## src/rtl/regfile_multiport.sv

```systemverilog
// ============================================================================
// Module      : regfile_multiport
// Description : Multi-port register file. It has NUM_RD combinational read
//               ports and one write port. It adds optional write-to-read
//               bypass, an optional hardwired-zero R0, a post-reset
//               initialisation sweep, and a per-register busy scoreboard.
// Revision    : 1.0 - initial release
// ============================================================================
`default_nettype none

module regfile_multiport #(
    parameter int DATA_WIDTH = 32,
    parameter int ADDR_WIDTH = 5,
    parameter int NUM_RD     = 2,
    parameter int BYPASS     = 1,
    parameter int ZERO_R0    = 1,
    parameter int INIT_MODE  = 1
) (
    input  logic                         clock,
    input  logic                         reset,
    input  logic [NUM_RD*ADDR_WIDTH-1:0] rd_addr,
    output logic [NUM_RD*DATA_WIDTH-1:0] rd_data,
    output logic [NUM_RD-1:0]            rd_busy,
    input  logic                         wr_en,
    input  logic [ADDR_WIDTH-1:0]        wr_addr,
    input  logic [DATA_WIDTH-1:0]        wr_data,
    input  logic                         sb_set,
    input  logic [ADDR_WIDTH-1:0]        sb_addr,
    output logic                         init_done
);

    localparam int                    DEPTH       = 2 ** ADDR_WIDTH;
    localparam logic [ADDR_WIDTH-1:0] c_LAST_ADDR = ADDR_WIDTH'(DEPTH - 1);

    typedef enum logic [0:0] {
        ST_INIT = 1'b0,
        ST_RUN  = 1'b1
    } state_t;

    state_t                  r_state;
    logic [ADDR_WIDTH-1:0]   r_cnt;
    logic                    r_init_done;
    logic [DATA_WIDTH-1:0]   r_mem [DEPTH];
    logic [DEPTH-1:0]        r_busy;

    logic                    w_run;
    logic                    w_wr_ok;
    logic                    w_sb_ok;
    logic [DATA_WIDTH-1:0]   w_init_val;

    assign w_run      = (r_state == ST_RUN);
    // Writes and scoreboard sets aimed at a hardwired-zero R0 are discarded here.
    assign w_wr_ok    = w_run && wr_en  && !((ZERO_R0 != 0) && (wr_addr == '0));
    assign w_sb_ok    = w_run && sb_set && !((ZERO_R0 != 0) && (sb_addr == '0));
    assign w_init_val = (INIT_MODE != 0) ? DATA_WIDTH'(r_cnt) : '0;
    assign init_done  = r_init_done;

    always_ff @(posedge clock) begin
        if (reset) begin
            r_state     <= ST_INIT;
            r_cnt       <= '0;
            r_init_done <= 1'b0;
            r_busy      <= '0;
        end else begin
            case (r_state)
                ST_INIT: begin
                    r_cnt <= r_cnt + 1'b1;
                    if (r_cnt == c_LAST_ADDR) begin
                        r_state     <= ST_RUN;
                        r_init_done <= 1'b1;
                    end
                end
                ST_RUN: begin
                    // The set is ordered after the clear, so a set wins on the same address.
                    if (w_wr_ok) r_busy[wr_addr] <= 1'b0;
                    if (w_sb_ok) r_busy[sb_addr] <= 1'b1;
                end
                default: begin
                    r_state     <= ST_INIT;
                    r_cnt       <= '0;
                    r_init_done <= 1'b0;
                end
            endcase
        end
    end

    always_ff @(posedge clock) begin
        if (!reset) begin
            if (r_state == ST_INIT) begin
                r_mem[r_cnt] <= w_init_val;
            end else if (w_wr_ok) begin
                r_mem[wr_addr] <= wr_data;
            end
        end
    end

    for (genvar k = 0; k < NUM_RD; k++) begin : g_rd
        logic [ADDR_WIDTH-1:0] w_addr;
        logic                  w_zero;
        logic                  w_fwd;
        logic [DATA_WIDTH-1:0] w_data;

        assign w_addr = rd_addr[k*ADDR_WIDTH +: ADDR_WIDTH];
        assign w_zero = (ZERO_R0 != 0) && (w_addr == '0);
        assign w_fwd  = (BYPASS != 0) && w_wr_ok && (wr_addr == w_addr);
        assign w_data = (!w_run || w_zero) ? '0 :
                        w_fwd              ? wr_data : r_mem[w_addr];

        assign rd_data[k*DATA_WIDTH +: DATA_WIDTH] = w_data;
        // A bypassed write hands the consumer its data now, so the register is no longer busy.
        assign rd_busy[k] = w_run && !w_fwd && r_busy[w_addr];
    end

endmodule

`default_nettype wire

```

## config.mk

```make
export PLATFORM = sky130hd
export DESIGN_NAME = regfile_multiport
export DESIGN_NICKNAME = d
export VERILOG_FILES = /design/src/rtl/regfile_multiport.sv
export SDC_FILE = /design/constraint.sdc
export NUM_CORES = 1
export LEC_CHECK = 0
export CAP_MARGIN = 20
export CORE_MARGIN = 10
export CORE_UTILIZATION = 45
export CTS_CLUSTER_SIZE = 16
export DETAILED_ROUTE_END_ITERATION = 10
export GPL_ROUTABILITY_DRIVEN = 0
export PLACE_DENSITY = 0.61
export SYNTH_ARGS = -nofsm -noshare
export SYNTH_HDL_FRONTEND = slang
export SYNTH_SLANG_ARGS = --single-unit
```

## constraint.sdc

```tcl
create_clock -name clock -period 5.35 [get_ports clock]
set_input_delay 0.535 -clock clock [delete_from_list [all_inputs] [get_ports clock]]
set_output_delay 0.535 -clock clock [all_outputs]
set_load 0.05 [all_outputs]
```

==> impl_metrics.csv, run 1 <==
group,metric,value,unit
final_layout,area_growth,13.36,%
timing,grt_setup_unrepaired,"no",
power,p_int,13.77,mW
clock_tree,post_cts_resized,0,
timing,setup_violations,0,
job,max-cap-violations,0,
clock_tree,cts_tree,"done",
clock_tree,clock_sinks,1063,
logic_synthesis,synth_edf_count,1024,
global_routing,grt_pass1_vias,31890,
route,first_pass_iters,6,
power,seq_power_share,0.510,
die,die_x,354.8,um
clock_tree,cts_setup_buffers,0,
global_routing,grt_first_pass_wirelength,231000,um
logic_synthesis,synth_top_cell_area_share,0.6097,
route,drt_wl_total,161900,um
timing,post-route-min-period,4.624,ns
logic_synthesis,syn_area_per_cell,17.74,sq um
timing,finalCritPeriodShare,0.8644,
logic_synthesis,syn_area,50440,sq um
global_routing,grt_max_degree,130,
die,die-area,125900,sq um
critical_path,cp-end-kind,"primary output",
route,vias,31290,
critical_path,cp_max_fo,23,
timing,finalClockSkew,0.02868,ns
timing,fmax,216.2,MHz
hold_path,hp-class,"reg2reg",
route,via_per_inst,6.869,
logic_synthesis,syn_nets,2901,
critical_path,worstPathArrival,4.09,ns
logic_synthesis,yosysTopAreaCell,"edfxtp_1",
power,power,17.80,mW
die,fp.coreArea,111000,sq um
placed_design,dp_cells,4347,
route,post_drt_wl_per_cell,35.55,um
global_routing,overflow,0,
logic_synthesis,synth-seq-cells,1063,
logic_synthesis,synth.area.top_cells,"edfxtp_1 61%, mux4_2 18%, mux2i_1 5.3%",
placed_design,port_buffers,122,
logic_synthesis,netlist_top_cells_count,"1024 x edfxtp_1, 400 x mux4_2, 267 x mux2i_1, 192 x a22oi_1, 128 x a221oi_1",
timing,setup_tns,0,ns
power,clockPowerShare,0.419,
critical_path,worstSetupPathType,"reg2out",
power,p_leak,20.04,nW
logic_synthesis,synthArstFlopShare,0,
power,pwr-share-comb,0.071,
clock_tree,root_buffer,"clkbuf_16",
die,fp-row-count,122,
critical_path,cp_data_required_time,4.82,ns
global_routing,grt_use_total,0.2515,
logic_synthesis,synth_ff_type,"edfxtp_1",
power,switchingPower,4.031,mW
logic_synthesis,yosys_warnings,0,
clock_tree,clk_pin_slew,0.06,ns
clock_tree,cts_buffers,109,
placed_design,dp_hpwl,102100,um
die,start_util,0.4545,
logic_synthesis,yosysMostFrequentCell,"edfxtp_1",
power,peakVddDrop,0.2815,mV
clock_tree,clk_latency,0.70,ns
clock_tree,cts_buffer_depth,3,
timing,slew_viol_final,0,
route,drc,0,
logic_synthesis,synth-seq-area-share,0.6251,
logic_synthesis,synthCells,2843,
logic_synthesis,synth.distinct_cells,48,
power,power_density,311.3,nW/um^2
final_layout,final_cells,4555,
clock_tree,cts_hold_buffers,0,
timing,timing.final.hold_violations,0,
route,ant_nets,0,
global_routing,antenna_found_initial,2,
final_layout,layout.nets,3034,
die,io-pin-count,123,
timing,max_slew_margin,0.2501,
timing,setup_ws,0.7257,ns
clock_tree,h-tree-depth,3,
critical_path,startpoint_type,"flop",
placed_design,pre_cts_ws,0.6637,ns
run_status,status,"finished clean",
final_layout,drive_gt1_frac,0.2674,
timing,tightest_slew,1.122,ns
power,swShare,0.2265,
route,drt_iter0_markers,3963,
die,die_h,354.8,um
-- sequential cells by signal, indices dropped and copies added (netlist names) --
signal,cells
r_mem,1024
r_state,1
init_done,1
r_busy,32
r_cnt,5
-- final timing paths --
| kind | slack (ns) | from | end | cells past startpoint |
|---|---|---|---|---|
| worst max-delay path | 0.73 | r_state | rd_data[46] | 5 |
| worst min-delay path | 0.48 | r_busy[0] | r_busy[0] | 1 |
| worst max register to register | 1.30 | r_state | r_mem[22][5] | 6 |
| worst min register to register | 0.48 | r_busy[0] | r_busy[0] | 1 |
-- cells by family (layout without fill, tap and decap cells) --
logic type | after synthesis | in the layout | share of synthesized area
flip-flops | 1063 | 1063 | 0.6251
XOR/XNOR | 12 | 12 | 0.002084
adder cells (fa/ha/maj) | 2 | 2 | 0.0004961
other | 0 | 1 | 0
AO/OA/AOI/OAI | 590 | 590 | 0.08851
multiplexers | 679 | 679 | 0.2354
AND/OR/NAND/NOR | 257 | 257 | 0.02379
buffers and inverters | 240 | 463 | 0.02458
-- per-layer routing --
metal / share of wire / global-route usage / wire length (um)
met1: 0.38 / 0.3365 / 61900
met2: 0.48 / 0.4007 / 76930
met3: 0.10 / 0.05380 / 16650
met4: 0.040 / 0.09988 / 6427
met5: 0.000080 / 0 / 13
-- power groups by stage --
stage / clock network [mW] / registers, mW / logic, mW
CTS: 7.54 / 9.08 / 1.25
floorplan: 0 / 9.25 / 0.803
global route: 7.88 / 9.08 / 1.31
finish: 7.46 / 9.09 / 1.26
global placement: 0 / 9.25 / 1.24
detailed placement: 0 / 9.26 / 1.25
-- worst max-delay path: stages, from the launching register on --
cell and delay [ns]:
dfxtp_1 0.95, inv_1 0.40, or2_1 0.39, nor3_2 0.37, a221o_1 0.39, clkdlybuf4s50_1 0.88
-- placed cells by master (no fill, tap or decap), drive strengths merged, types with 8 or more instances in the layout --
| cell type | n |
|---|---|
| nor3 | 11 |
| a22oi | 192 |
| o21bai | 64 |
| a221o | 64 |
| o21ai | 31 |
| a21oi | 99 |
| edfxtp | 1024 |
| clkdlybuf4s50 | 51 |
| nand3 | 9 |
| nand2b | 9 |
| and2 | 29 |
| nor2b | 14 |
| inv | 8 |
| dfxtp | 39 |
| xnor2 | 11 |
| bufinv | 9 |
| clkinv | 50 |
| nand2 | 111 |
| mux4 | 400 |
| clkbuf | 139 |
| buf | 205 |
| nor2 | 58 |
| mux2i | 272 |
| a221oi | 128 |
-- layout make-up --
class / count / area, sq um
Sequential cell: 1063 / 31530
Tap cell: 1488 / 1862
Clock buffer: 139 / 2883
Inverter: 6 / 22.52
Clock inverter: 62 / 536.8
Multi-Input combinational cell: 1540 / 18030
Timing Repair Buffer: 256 / 2310
Antenna cell: 1 / 2.502
Fill cell: 8798 / 53800
-- per-stage QoR --
step / instance area [sq um] / hold slack, ns / utilization
3_5_place_dp: 53660 / 0.4723 / 0.4836
5_1_grt: 57170 / 0.5055 / 0.5152
6_report: 57170 / 0.4783 / 0.5152
3_3_place_gp: 53650 / 0.4639 / 0.4834
4_1_cts: 57080 / 0.4838 / 0.5144
2_1_floorplan: 50440 / 0.4509 / -
Power figures use the tool's default switching activity.
==> run 2: changes to the inputs <==
--- a/config.mk
+++ b/config.mk
@@ -6,7 +6,7 @@
 export NUM_CORES = 1
 export LEC_CHECK = 0
 export CAP_MARGIN = 20
-export CORE_MARGIN = 10
+export CORE_MARGIN = 1
 export CORE_UTILIZATION = 45
 export CTS_CLUSTER_SIZE = 16
 export DETAILED_ROUTE_END_ITERATION = 10
==> impl_metrics.csv, run 2 (synthesis gave the netlist of run 1 again) <==
group,metric,value,unit
route,ant_nets,0,
critical_path,crit_family,"buffers and inverters",
final_layout,largest_reg_flops,1024,
global_routing,antenna_found_initial,2,
job,max-cap-violations,0,
power,peakVddDrop,0.2519,mV
global_routing,grt_pass1_vias,32080,
die,io-pin-count,123,
critical_path,worstSetupPathType,"in2out",
die,die_x,336.8,um
critical_path,slowest_delay,0.82,ns
critical_path,crit_path_start,"wr_addr[1]",
timing,max_slew_margin,0.2681,
clock_tree,clk_latency,0.70,ns
die,fp.coreArea,110800,sq um
timing,finalClockSkew,0.02614,ns
timing,setup_violations,0,
clock_tree,clock_sinks,1063,
clock_tree,clk_pin_slew,0.06,ns
route,via_per_inst,6.829,
critical_path,r2r-end,"r_mem[21][12]",
power,p_leak,20.26,nW
final_layout,layout.nets,3074,
timing,post-route-min-period,4.849,ns
final_layout,regMostFlops,"r_mem",
hold_path,min_path_cells,2,
clock_tree,cts_tree,"done",
hold_path,hp-class,"reg2reg",
clock_tree,cts_hold_buffers,0,
critical_path,cp-end-kind,"primary output",
final_layout,regArea,31530,sq um
final_layout,area_growth,14.97,%
final_layout,final_common_cell,"edfxtp_1",
global_routing,grt_max_degree,78,
critical_path,ff2ff_setup_slack,2.16,ns
die,fp-row-count,122,
clock_tree,post_cts_resized,0,
timing,timing.final.hold_violations,0,
power,swShare,0.2245,
power,clockPowerShare,0.424,
placed_design,pre_cts_ws,0.6045,ns
final_layout,mostFrequentLayoutCells,"1024 x edfxtp_1, 400 x mux4_2, 267 x mux2i_1",
hold_path,min_from,"init_done",
final_layout,reg.largest.list,"r_mem: 1024 flops, r_busy: 32 flops, r_cnt: 5 flops",
final_layout,n_fill_cell,8839,
critical_path,startpoint_type,"primary input",
power,switchingPower,4.037,mW
timing,tightest_slew,1.098,ns
placed_design,port_buffers,122,
clock_tree,h-tree-depth,3,
route,drt_iter0_markers,3823,
timing,grt_setup_unrepaired,"no",
route,drc,0,
clock_tree,root_buffer,"clkbuf_16",
global_routing,grt_first_pass_wirelength,226000,um
critical_path,crit_chain,"clkdlybuf4s50_1 -> or2_1 -> o21ai_4 -> o31ai_1 -> nor3_4 -> buf_4 -> a221o_1 -> clkdlybuf4s50_1",
timing,finalCritPeriodShare,0.9063,
clock_tree,cts_buffer_depth,3,
route,drt_wl_total,159300,um
global_routing,overflow,0,
die,die-area,113400,sq um
route,post_drt_wl_per_cell,34.66,um
critical_path,path_depth,8,
critical_path,critPathBufInv,3,
route,vias,31390,
critical_path,cp_max_fo,24,
final_layout,multi_input_area,18030,sq um
run_status,status,"finished clean",
placed_design,dp_hpwl,97410,um
power,power_density,310.1,nW/um^2
route,first_pass_iters,5,
timing,setup_ws,0.5013,ns
power,pwr-share-comb,0.070,
clock_tree,cts_setup_buffers,0,
critical_path,crit_end,"rd_data[5]",
placed_design,placed_area,54220,sq um
clock_tree,cts_buffers,112,
critical_path,cp_data_required_time,4.82,ns
critical_path,rr_worst_depth,7,
timing,setup_tns,0,ns
critical_path,r2r_start,"r_state",
critical_path,path_common_cell,"clkdlybuf4s50_1",
power,seq_power_share,0.505,
timing,slew_viol_final,0,
critical_path,worstPathArrival,4.31,ns
die,start_util,0.4551,
power,p_int,13.94,mW
global_routing,grt_use_total,0.2809,
final_layout,finish.instance_area,57990,sq um
final_layout,drive_gt1_frac,0.2620,
die,die_h,336.8,um
timing,fmax,206.2,MHz
critical_path,cp_slowest_cell,"clkdlybuf4s50_1",
[run 2: layer usage]
| metal | vias up | track usage | part of all wire | wire length [um] |
|---|---|---|---|---|
| met5 | - | 0 | 0.000082 | 13 |
| met4 | 2 | 0.1197 | 0.047 | 7429 |
| met3 | 430 | 0.05475 | 0.086 | 13760 |
| met2 | 1803 | 0.4590 | 0.49 | 77280 |
| met1 | 16600 | 0.3678 | 0.38 | 60840 |
| li1 | 12560 | - | - | - |
[run 2: power by group through the flow]
stage | clock (mW) | combinational, mW | sequential [mW]
2_1_floorplan | 0 | 0.803 | 9.25
3_3_place_gp | 0 | 1.24 | 9.26
3_5_place_dp | 0 | 1.25 | 9.26
4_1_cts | 7.70 | 1.26 | 9.09
5_1_grt | 8.00 | 1.31 | 9.09
6_report | 7.63 | 1.26 | 9.09
[run 2: through the flow]
| step | power, mW | hold WS [ns] | utilization | instances |
|---|---|---|---|---|
| after floorplan | 10.05 | 0.4509 | - | 2843 |
| after global placement | 10.50 | 0.4559 | 0.4890 | 4379 |
| after detailed placement | 10.52 | 0.4701 | 0.4893 | 4381 |
| after CTS | 18.05 | 0.4842 | 0.5214 | 4586 |
| after global routing | 18.40 | 0.5145 | 0.5232 | 4595 |
| final | 17.98 | 0.4874 | 0.5232 | 4597 |
[run 2: layout make-up]
cell class	count	share of cell area
sequential	1063	0.5437
multi-input combinational	1540	0.3109
clock buffer	140	0.05161
timing repair buffer	293	0.05135
tap	1488	0.03211
clock inverter	65	0.009818
inverter	6	0.0003884
antenna	2	0.00008631
[run 2: worst min path at each step]
| stage | to | slack, ns |
|---|---|---|
| 4_1_cts | init_done | 0.48 |
| 6_report | init_done | 0.49 |
| 3_5_place_dp | init_done | 0.47 |
| 3_3_place_gp | init_done | 0.46 |
| 5_1_grt | r_busy[0] | 0.51 |
| 2_1_floorplan | r_busy[0] | 0.45 |
[run 2: worst reg2reg max path: stages (launching register included)]
cell and delay, ns:
dfxtp_1 0.31, buf_4 0.28, o2111a_2 0.40, buf_4 0.39, mux2_2 0.50, nand2b_4 0.24, nor2_4 0.36, buf_4 0.36
==> RTL change (settings of run 1) <==
Change the parameter `BYPASS` from 1 to 0.
--- a/src/rtl/regfile_multiport.sv
+++ b/src/rtl/regfile_multiport.sv
@@ -12,7 +12,7 @@
     parameter int DATA_WIDTH = 32,
     parameter int ADDR_WIDTH = 5,
     parameter int NUM_RD     = 2,
-    parameter int BYPASS     = 1,
+    parameter int BYPASS     = 0,
     parameter int ZERO_R0    = 1,
     parameter int INIT_MODE  = 1
 ) (
Function: not settled (the Yosys comparison gave no result); the edit may change what the design does.
==> RTL change against run 1 <==
Worst setup slack got worse by 0.12 ns; power rose by 1.9%; cell area rose by 1.8%; wire length rose by 4.4%; final cell count rose by 4.8%; non-clock buffer count rose by 26; critical endpoint is now rd_data[16]; sequential cell count did not move; largest cell class unchanged; synthesized area fell by 0.66%.
==> RTL change: results (changes against run 1) <==
<table>
<tr><th>Metric</th><th>Value</th></tr>
<tr><th colspan="2">Outcome</th></tr>
<tr><td>Result of the run</td><td>completed</td></tr>
<tr><th colspan="2">Pwr</th></tr>
<tr><td>Static Leak</td><td>21.2 nW (+5.7%)</td></tr>
<tr><td>Total power consumption of the routed design</td><td>18.1 mW (+1.9%)</td></tr>
<tr><td>Clock network power</td><td>7.84 mW (+5.1%)</td></tr>
<tr><th colspan="2">Critical path</th></tr>
<tr><td>Critical path data arrival time</td><td>4.21 ns (+0.12 ns)</td></tr>
<tr><td>Longest individual stage delay on the worst path</td><td>0.98 ns (+0.03 ns)</td></tr>
<tr><td>Crit path launch</td><td>rd_addr[0]</td></tr>
<tr><td>Worst reg-to-reg path cell count</td><td>7 (+1)</td></tr>
<tr><td>R2R setup slack</td><td>1.69 ns (+0.39 ns)</td></tr>
<tr><td>Critical path endpoint</td><td>rd_data[16]</td></tr>
<tr><th colspan="2">STA</th></tr>
<tr><td>Worst hold margin</td><td>0.484 ns (+0.00544 ns)</td></tr>
<tr><td>Worst relative slew slack</td><td>14.8% (-10 points)</td></tr>
<tr><th colspan="2">Final layout</th></tr>
<tr><td># nets final</td><td>3251 (+7.2%)</td></tr>
<tr><td>Fraction of final layout cells sized beyond drive strength 1</td><td>23.6% (-3.2 points)</td></tr>
<tr><td>Filler-free cell count of the finished design</td><td>4774 (+4.8%)</td></tr>
<tr><td>Count of antenna diodes in the layout</td><td>0 (-1)</td></tr>
<tr><th colspan="2">Placed design</th></tr>
<tr><td>Placed Cells incl. Taps</td><td>4554 (+4.8%)</td></tr>
<tr><td>Half-perimeter wire length after placement</td><td>108000 um (+5.7%)</td></tr>
<tr><th colspan="2">Synthesis</th></tr>
<tr><td>Multiplexer area fraction after synthesis</td><td>23.5% (-0.042 points)</td></tr>
<tr><td>Number of unique standard cell types used by synthesis</td><td>52 (+8.3%)</td></tr>
<tr><td>Synth Area in XOR/XNOR</td><td>0.0350% (-0.17 points)</td></tr>
<tr><td>Synthesized netlist net count</td><td>3092 (+6.6%)</td></tr>
<tr><th colspan="2">Routing</th></tr>
<tr><td>Via count of the routed design</td><td>32.1k (+2.7%)</td></tr>
<tr><td>Routed length on met2</td><td>78000 um (+1.3%)</td></tr>
<tr><td>Metal-1 WL</td><td>65700 um (+6.1%)</td></tr>
<tr><th colspan="2">GRT</th></tr>
<tr><td>Initial antenna violation count</td><td>5 (+3)</td></tr>
<tr><td>M2 GR Usage</td><td>41.0% (+0.90 points)</td></tr>
</table>
[RTL change: changes by cell type in the layout (fill, tap and decap cells not counted), moves of 54 or more]
cell	run 1	this run
sky130_fd_sc_hd__o21bai_1	64	0
sky130_fd_sc_hd__o22ai_1	0	56
sky130_fd_sc_hd__mux4_2	400	306
sky130_fd_sc_hd__a31oi_1	0	54
sky130_fd_sc_hd__a22oi_1	192	118
sky130_fd_sc_hd__a221o_1	64	7
sky130_fd_sc_hd__mux2i_1	267	472
[RTL change: layout make-up]
cell class                 count  area share (%)
multi-input combinational   1729            30.5
sequential                  1063            54.2
tap                         1488            3.20
clock buffer                 139            5.10
timing repair buffer         282            5.75
inverter                       7          0.0452
clock inverter                66            1.20
[RTL change: logic make-up after synthesis]
logic type	count (synthesis)
xor gates and xnor gates	2
muxes	792
AOI/OAI and AO/OA	613
and+or+nand+nor	320
buffers and inverters	242
adders and majority gates	2
DFF	1063
